[src/rtl/mdu_scheduler_pkg.sv]
`default_nettype none
// ============================================================================
// Module : mdu_scheduler_pkg
// Brief  : Shared MDU definitions: op encoding, scheduler states, op helpers.
// Rev    : 1.0  initial release
// ============================================================================
package mdu_scheduler_pkg;

    typedef enum logic [2:0] {
        MDU_MULT  = 3'd0,
        MDU_MULTU = 3'd1,
        MDU_DIV   = 3'd2,
        MDU_DIVU  = 3'd3,
        MDU_MADD  = 3'd4,
        MDU_MADDU = 3'd5,
        MDU_MSUB  = 3'd6,
        MDU_MSUBU = 3'd7
    } MduOp_t;

    typedef enum logic [2:0] {
        ST_IDLE = 3'd0,
        ST_MUL  = 3'd1,
        ST_ACC  = 3'd2,
        ST_DIV  = 3'd3,
        ST_FIX  = 3'd4,
        ST_DONE = 3'd5
    } mdu_state_t;

    localparam int DIV_CNT_W = 6;

    function automatic logic op_is_div(input MduOp_t op);
        return (op == MDU_DIV) || (op == MDU_DIVU);
    endfunction

    function automatic logic op_is_signed(input MduOp_t op);
        return (op == MDU_MULT) || (op == MDU_DIV) || (op == MDU_MADD) || (op == MDU_MSUB);
    endfunction

    function automatic logic op_is_acc(input MduOp_t op);
        return (op == MDU_MADD) || (op == MDU_MADDU) || (op == MDU_MSUB) || (op == MDU_MSUBU);
    endfunction

    function automatic logic op_is_sub(input MduOp_t op);
        return (op == MDU_MSUB) || (op == MDU_MSUBU);
    endfunction

endpackage
`default_nettype wire

[src/rtl/mdu_scheduler_div.sv]
`default_nettype none
// ============================================================================
// Module : div_iter
// Brief  : Radix-2 restoring divider on unsigned magnitudes, one bit per cycle.
// Rev    : 1.0  initial release
// ============================================================================
module div_iter
    import mdu_scheduler_pkg::*;
#(
    parameter int DIV_CYCLES = 32
) (
    input  logic        clk,
    input  logic        rst,
    input  logic        i_start,
    input  logic        i_abort,
    input  logic [31:0] i_dividend,
    input  logic [31:0] i_divisor,
    output logic        o_done,
    output logic [31:0] o_quo,
    output logic [31:0] o_rem
);

    logic                 r_run;
    logic [DIV_CNT_W-1:0] r_cnt;
    logic [31:0]          r_quo;
    logic [31:0]          r_rem;
    logic [31:0]          r_dvs;

    logic [32:0]          w_shift;
    logic [33:0]          w_diff;
    logic                 w_ge;

    // Extra guard bit keeps the compare honest when the shifted remainder uses bit 32.
    assign w_shift = {r_rem, r_quo[31]};
    assign w_diff  = {1'b0, w_shift} - {2'b00, r_dvs};
    assign w_ge    = ~w_diff[33];

    // Asserted during the cycle whose closing edge performs the final iteration.
    assign o_done = r_run && (r_cnt == DIV_CNT_W'(DIV_CYCLES - 1));
    assign o_quo  = r_quo;
    assign o_rem  = r_rem;

    always_ff @(posedge clk or posedge rst) begin
        if (rst) begin
            r_run <= 1'b0;
            r_cnt <= '0;
            r_quo <= '0;
            r_rem <= '0;
            r_dvs <= '0;
        end else if (i_abort) begin
            r_run <= 1'b0;
            r_cnt <= '0;
        end else if (i_start) begin
            r_run <= 1'b1;
            r_cnt <= '0;
            r_quo <= i_dividend;
            r_rem <= '0;
            r_dvs <= i_divisor;
        end else if (r_run) begin
            r_rem <= w_ge ? w_diff[31:0] : w_shift[31:0];
            r_quo <= {r_quo[30:0], w_ge};
            r_cnt <= r_cnt + 1'b1;
            if (o_done) begin
                r_run <= 1'b0;
            end
        end
    end

endmodule
`default_nettype wire

[src/rtl/mdu_scheduler.sv]
`default_nettype none
// ============================================================================
// Module : mdu_scheduler
// Brief  : Multi-cycle multiply/divide/accumulate scheduler writing HI/LO.
// Rev    : 1.0  initial release
// ============================================================================
module mdu_scheduler
    import mdu_scheduler_pkg::*;
#(
    parameter int DIV_CYCLES = 32
) (
    input  logic        clk,
    input  logic        rst,
    input  logic        op_valid,
    input  logic [2:0]  op,
    input  logic [31:0] src_a,
    input  logic [31:0] src_b,
    input  logic        flush,
    input  logic [31:0] hi_in,
    input  logic [31:0] lo_in,
    output logic        mdu_stall,
    output logic        hilo_we,
    output logic [31:0] hi_out,
    output logic [31:0] lo_out,
    output logic        busy
);

    mdu_state_t  r_state;
    mdu_state_t  w_state_nxt;
    MduOp_t      r_op;
    logic [31:0] r_a;
    logic [31:0] r_b;
    logic [63:0] r_prod;
    logic [63:0] r_res;
    logic [31:0] r_hi_hold;
    logic [31:0] r_lo_hold;

    MduOp_t      w_op_in;
    logic        w_accept;
    logic        w_in_sgn;
    logic [31:0] w_mag_a;
    logic [31:0] w_mag_b;
    logic        w_div_done;
    logic [31:0] w_quo;
    logic [31:0] w_rem;
    logic        w_sgn;
    logic [63:0] w_ma;
    logic [63:0] w_mb;
    logic [63:0] w_prod;
    logic        w_neg_q;
    logic        w_neg_r;
    logic [31:0] w_fix_quo;
    logic [31:0] w_fix_rem;

    assign w_op_in  = MduOp_t'(op);
    assign w_accept = (r_state == ST_IDLE) && op_valid && !flush;

    // Divider is loaded straight from the ports on the accept edge.
    assign w_in_sgn = op_is_signed(w_op_in);
    assign w_mag_a  = (w_in_sgn && src_a[31]) ? -src_a : src_a;
    assign w_mag_b  = (w_in_sgn && src_b[31]) ? -src_b : src_b;

    div_iter #(
        .DIV_CYCLES (DIV_CYCLES)
    ) u_div_iter (
        .clk        (clk),
        .rst        (rst),
        .i_start    (w_accept && op_is_div(w_op_in)),
        .i_abort    (flush),
        .i_dividend (w_mag_a),
        .i_divisor  (w_mag_b),
        .o_done     (w_div_done),
        .o_quo      (w_quo),
        .o_rem      (w_rem)
    );

    // Low 64 bits of the extended product are the correct signed or unsigned result.
    assign w_sgn  = op_is_signed(r_op);
    assign w_ma   = w_sgn ? {{32{r_a[31]}}, r_a} : {32'd0, r_a};
    assign w_mb   = w_sgn ? {{32{r_b[31]}}, r_b} : {32'd0, r_b};
    assign w_prod = w_ma * w_mb;

    assign w_neg_q   = w_sgn && (r_a[31] ^ r_b[31]);
    assign w_neg_r   = w_sgn && r_a[31];
    assign w_fix_quo = w_neg_q ? -w_quo : w_quo;
    assign w_fix_rem = w_neg_r ? -w_rem : w_rem;

    always_ff @(posedge clk or posedge rst) begin
        if (rst) begin
            r_state <= ST_IDLE;
        end else begin
            r_state <= w_state_nxt;
        end
    end

    always_comb begin
        w_state_nxt = r_state;
        mdu_stall   = 1'b0;
        hilo_we     = 1'b0;
        case (r_state)
            ST_IDLE: begin
                mdu_stall = w_accept;
                if (w_accept) begin
                    w_state_nxt = op_is_div(w_op_in) ? ST_DIV : ST_MUL;
                end
            end
            ST_MUL: begin
                mdu_stall   = 1'b1;
                w_state_nxt = op_is_acc(r_op) ? ST_ACC : ST_DONE;
            end
            ST_ACC: begin
                mdu_stall   = 1'b1;
                w_state_nxt = ST_DONE;
            end
            ST_DIV: begin
                mdu_stall = 1'b1;
                if (w_div_done) begin
                    w_state_nxt = ST_FIX;
                end
            end
            ST_FIX: begin
                mdu_stall   = 1'b1;
                w_state_nxt = ST_DONE;
            end
            ST_DONE: begin
                hilo_we     = !flush;
                w_state_nxt = ST_IDLE;
            end
            default: w_state_nxt = ST_IDLE;
        endcase
        if (flush) begin
            w_state_nxt = ST_IDLE;
        end
    end

    always_ff @(posedge clk or posedge rst) begin
        if (rst) begin
            r_op      <= MDU_MULT;
            r_a       <= '0;
            r_b       <= '0;
            r_prod    <= '0;
            r_res     <= '0;
            r_hi_hold <= '0;
            r_lo_hold <= '0;
        end else begin
            if (w_accept) begin
                r_op <= w_op_in;
                r_a  <= src_a;
                r_b  <= src_b;
            end
            case (r_state)
                ST_MUL: begin
                    r_prod <= w_prod;
                    r_res  <= w_prod;
                end
                ST_ACC: begin
                    r_res <= op_is_sub(r_op) ? ({hi_in, lo_in} - r_prod)
                                             : ({hi_in, lo_in} + r_prod);
                end
                ST_FIX: begin
                    r_res <= {w_fix_rem, w_fix_quo};
                end
                default: ;
            endcase
            if (hilo_we) begin
                r_hi_hold <= r_res[63:32];
                r_lo_hold <= r_res[31:0];
            end
        end
    end

    // Result is visible only on the strobe; otherwise the last written value holds.
    assign hi_out = hilo_we ? r_res[63:32] : r_hi_hold;
    assign lo_out = hilo_we ? r_res[31:0]  : r_lo_hold;
    assign busy   = (r_state != ST_IDLE);

endmodule
`default_nettype wire

[config.mk]
export PLATFORM = sky130hd
export DESIGN_NAME = mdu_scheduler
export DESIGN_NICKNAME = d
export VERILOG_FILES = /design/src/rtl/mdu_scheduler_pkg.sv /design/src/rtl/mdu_scheduler_div.sv /design/src/rtl/mdu_scheduler.sv
export SDC_FILE = /design/constraint.sdc
export NUM_CORES = 2
export LEC_CHECK = 0
export ABC_AREA = 1
export BUFFER_PORTS_ARGS = -buffer_cell sky130_fd_sc_hd__buf_4
export CAP_MARGIN = 20
export CORE_MARGIN = 3
export CORE_UTILIZATION = 30
export DETAILED_ROUTE_END_ITERATION = 8
export GPL_TIMING_DRIVEN = 0
export PLACE_DENSITY = 0.41
export SKIP_LAST_GASP = 1
export SLEW_MARGIN = 20
export SYNTH_ARGS = -nofsm -noshare
export SYNTH_HDL_FRONTEND = slang
export SYNTH_HIERARCHICAL = 1
export SYNTH_SLANG_ARGS = --single-unit
[constraint.sdc]
create_clock -name clk -period 13.1 [get_ports clk]
set_input_delay 1.965 -clock clk [delete_from_list [all_inputs] [get_ports clk]]
set_output_delay 1.965 -clock clk [all_outputs]
set_load 0.02 [all_outputs]
==> impl_metrics.env <==
export IMPL_r2r_start="r_op[0]"
export IMPL_via_count=68000
export IMPL_synthArstFlopShare_pct=100
export IMPL_yosysWarnings=6
export IMPL_min_period_ns=12.64
export IMPL_dieArea_um2=264000
export IMPL_fp_dieW_um=513
export IMPL_worst_r2r_cell_count=34
export IMPL_skew_ns=0.0465
export IMPL_final_common_cell="inv_1"
export IMPL_drcViolationCount=0
export IMPL_viasPerCell=4.88
export IMPL_h_tree_depth=2
export IMPL_min_delay_start="r_lo_hold[25]"
export IMPL_synth_ff_type="dfrtp_1"
export IMPL_io_pins=202
export IMPL_setup_violations=0
export IMPL_synth_area_um2=77200
export IMPL_cts_tree="built"
export IMPL_syn_inst=10300
export IMPL_placed_cell_area_um2=83200
export IMPL_arrival_ns=13.21
export IMPL_row_count=185
export IMPL_drt_first_pass_iters=8
export IMPL_gp_congestion=0.988
export IMPL_rsz0062_at_grt="no"
export IMPL_reg2reg_to="r_res[58]"
export IMPL_fp_dieH_um=513
export IMPL_tightestPinTransition_ns=1.32
export IMPL_drtIter0Drc=5942
export IMPL_first_global_vias=69100
export IMPL_r2r_slack_ns=0.46
export IMPL_io_buffers=201
export IMPL_final_nets=12500
export IMPL_syn_to_final_growth_pct=9.82
export IMPL_crit_top_cell="fa_1"
export IMPL_clockRootBuffer="clkbuf_16"
export IMPL_synth_edf_count=0
export IMPL_final_area_um2=84800
export IMPL_start_kind="flip-flop"
export IMPL_postRouteAntennaNets=0
export IMPL_max_freq_mhz=79.1
export IMPL_track_usage_pct=28.0
export IMPL_critical_path_class="flip-flop to flip-flop"
export IMPL_drive_gt1_share_pct=4.74
export IMPL_layout_common_cells="inv_1, nand2_1, fa_1, nor2_1, o21ai_0"
export IMPL_slowest_delay_ns=0.93
export IMPL_yosys_cell_types_count=65
export IMPL_numCtsBuffers=46
export IMPL_critPathRequiredTime_ns=13.66
export IMPL_min_path_type="flip-flop to flip-flop"
export IMPL_grt_max_degree=90
export IMPL_hold_depth=2
export IMPL_critPathMaxFanout=10
export IMPL_outcome="complete, no violations"
export IMPL_ctsHoldBuffers=0
export IMPL_hold_end="r_lo_hold[25]"
export IMPL_synth_nets=12200
export IMPL_path_clk_slew_ns=0.07
export IMPL_period_share_pct=96.5
export IMPL_finalHoldViolCount=0
export IMPL_dp_hpwl_mm=329
export IMPL_grt_overflow_total=0
export IMPL_wl_per_cell_um=26.8
export IMPL_slowest_stage="fa_1"
export IMPL_wl_mm=374
export IMPL_clock_path_buffers=3
export IMPL_grt_pass1_wl_mm=525
export IMPL_initial_core_util_pct=30.3
export IMPL_syn_avg_cell_area_um2=7.53
export IMPL_insertion_delay_ns=0.67
export IMPL_maxSlewViolCount=0
export IMPL_slew_headroom_pct=11.8
export IMPL_yosysSeqAreaShare_pct=11.8
export IMPL_coreArea_um2=255000
export IMPL_cts_sinks=365
export IMPL_antenna_found_initial=20
export IMPL_synth_seq_cells=365
export IMPL_endpoint_kind="flip-flop"
export IMPL_timing_max_cap_violations=0
[worst max-delay path: cells and delay by family (launching register included)]
kind | cells | cell delay [ns]
AOI/OAI and AO/OA | 1 | 0.33
DFF | 1 | 0.60
and+or+nand+nor | 10 | 2.71
buffers and inverters | 12 | 2.17
adders and majority gates | 11 | 6.63
[final cells by class]
cell class,count,area [um2]
clock inverters,19,260
diodes,10,25.0
well taps,3366,4210
plain buffers,386,1560
flip-flops and latches,365,9130
inverters,2762,10400
multi-input cells,6746,56200
fillers,27900,170000
repair buffers,213,1730
clock buffers,63,1290
[cells in the mapped netlist, types with 19 or more instances]
cell | n | area (um2)
nand2_1 | 2445 | 9180
o21ai_0 | 424 | 2120
xnor2_1 | 41 | 359
a21oi_1 | 300 | 1500
a21o_1 | 19 | 143
o21ai_1 | 38 | 190
dfrtp_1 | 365 | 9130
buf_1 | 19 | 71.3
nor4_1 | 29 | 181
fa_1 | 1422 | 28500
inv_1 | 2728 | 10200
buf_2 | 19 | 95.1
a31oi_1 | 33 | 206
o211ai_1 | 19 | 143
nor2_1 | 597 | 2240
nor3_1 | 73 | 365
nand4_1 | 78 | 488
or2_2 | 25 | 156
o21bai_1 | 32 | 240
clkbuf_1 | 340 | 1280
ha_1 | 414 | 5180
xor2_1 | 148 | 1300
nand3b_1 | 43 | 323
inv_2 | 31 | 116
nand3_1 | 405 | 2030
[flip-flops by register name, indices dropped and copies added (netlist names), 32 cells and up]
register          cells
r_prod               64
r_res                64
r_a                  32
r_b                  32
r_hi_hold            32
r_lo_hold            32
u_div_iter/o_quo     32
u_div_iter/o_rem     32
u_div_iter/r_dvs     32
[per-stage QoR]
stage	setup slack (ns)	util (%)	hold slack (ns)	instances	setup TNS, ns
after floorplan	3.89	-	0.448	10300	0
after global placement	-1.35	32.5	0.460	13800	-149.13
after detailed placement	-0.105	32.6	0.458	13800	-0.105
after CTS	0.156	33.2	0.470	13900	0
after global routing	0.157	33.2	0.496	13900	0
final	0.455	33.3	0.469	13900	0
[metal layers]
layer,wire length (um),track usage [%],vias up
met5,77,0,-
met4,19800,12.0,12
met3,20600,2.95,377
met2,160000,42.5,2267
met1,174000,40.5,34700
li1,-,-,30700
[cell families (layout without fill, tap and decap cells)]
family / after synthesis / count (layout) / synth area share [%]
buffers and inverters: 3148 / 3443 / 15.4
and+or+nand+nor: 3785 / 3785 / 20.4
adders and majority gates: 1836 / 1836 / 43.6
AOI/OAI and AO/OA: 935 / 935 / 6.66
DFF: 365 / 365 / 11.8
other: 0 / 10 / 0
xor gates and xnor gates: 189 / 189 / 2.14
muxes: 1 / 1 / 0.0146
[worst max path at each step]
| stage | slack, ns | startpoint | cells after the start | end |
|---|---|---|---|---|
| 2_1_floorplan | 3.89 | r_op[0] | 37 | r_res[63] |
| 4_1_cts | 0.16 | r_op[0] | 36 | r_res[58] |
| 6_report | 0.46 | r_op[0] | 34 | r_res[58] |
| 3_3_place_gp | -1.35 | r_op[0] | 35 | r_res[58] |
| 5_1_grt | 0.16 | r_op[0] | 36 | r_res[58] |
| 3_5_place_dp | -0.11 | r_op[0] | 32 | r_res[58] |
[repair_timing]
| action | in CTS | in global routing |
|---|---|---|
| cloned | 0 | 0 |
| gates resized for setup | 3 | 1 |
| buffers inserted | 0 | 0 |
| endpoints found under the setup margin | 1 | 1 |
Power is left out: the tool's default activity adds up to more than one toggle a clock period on the data nets, which glitch-free logic cannot reach.
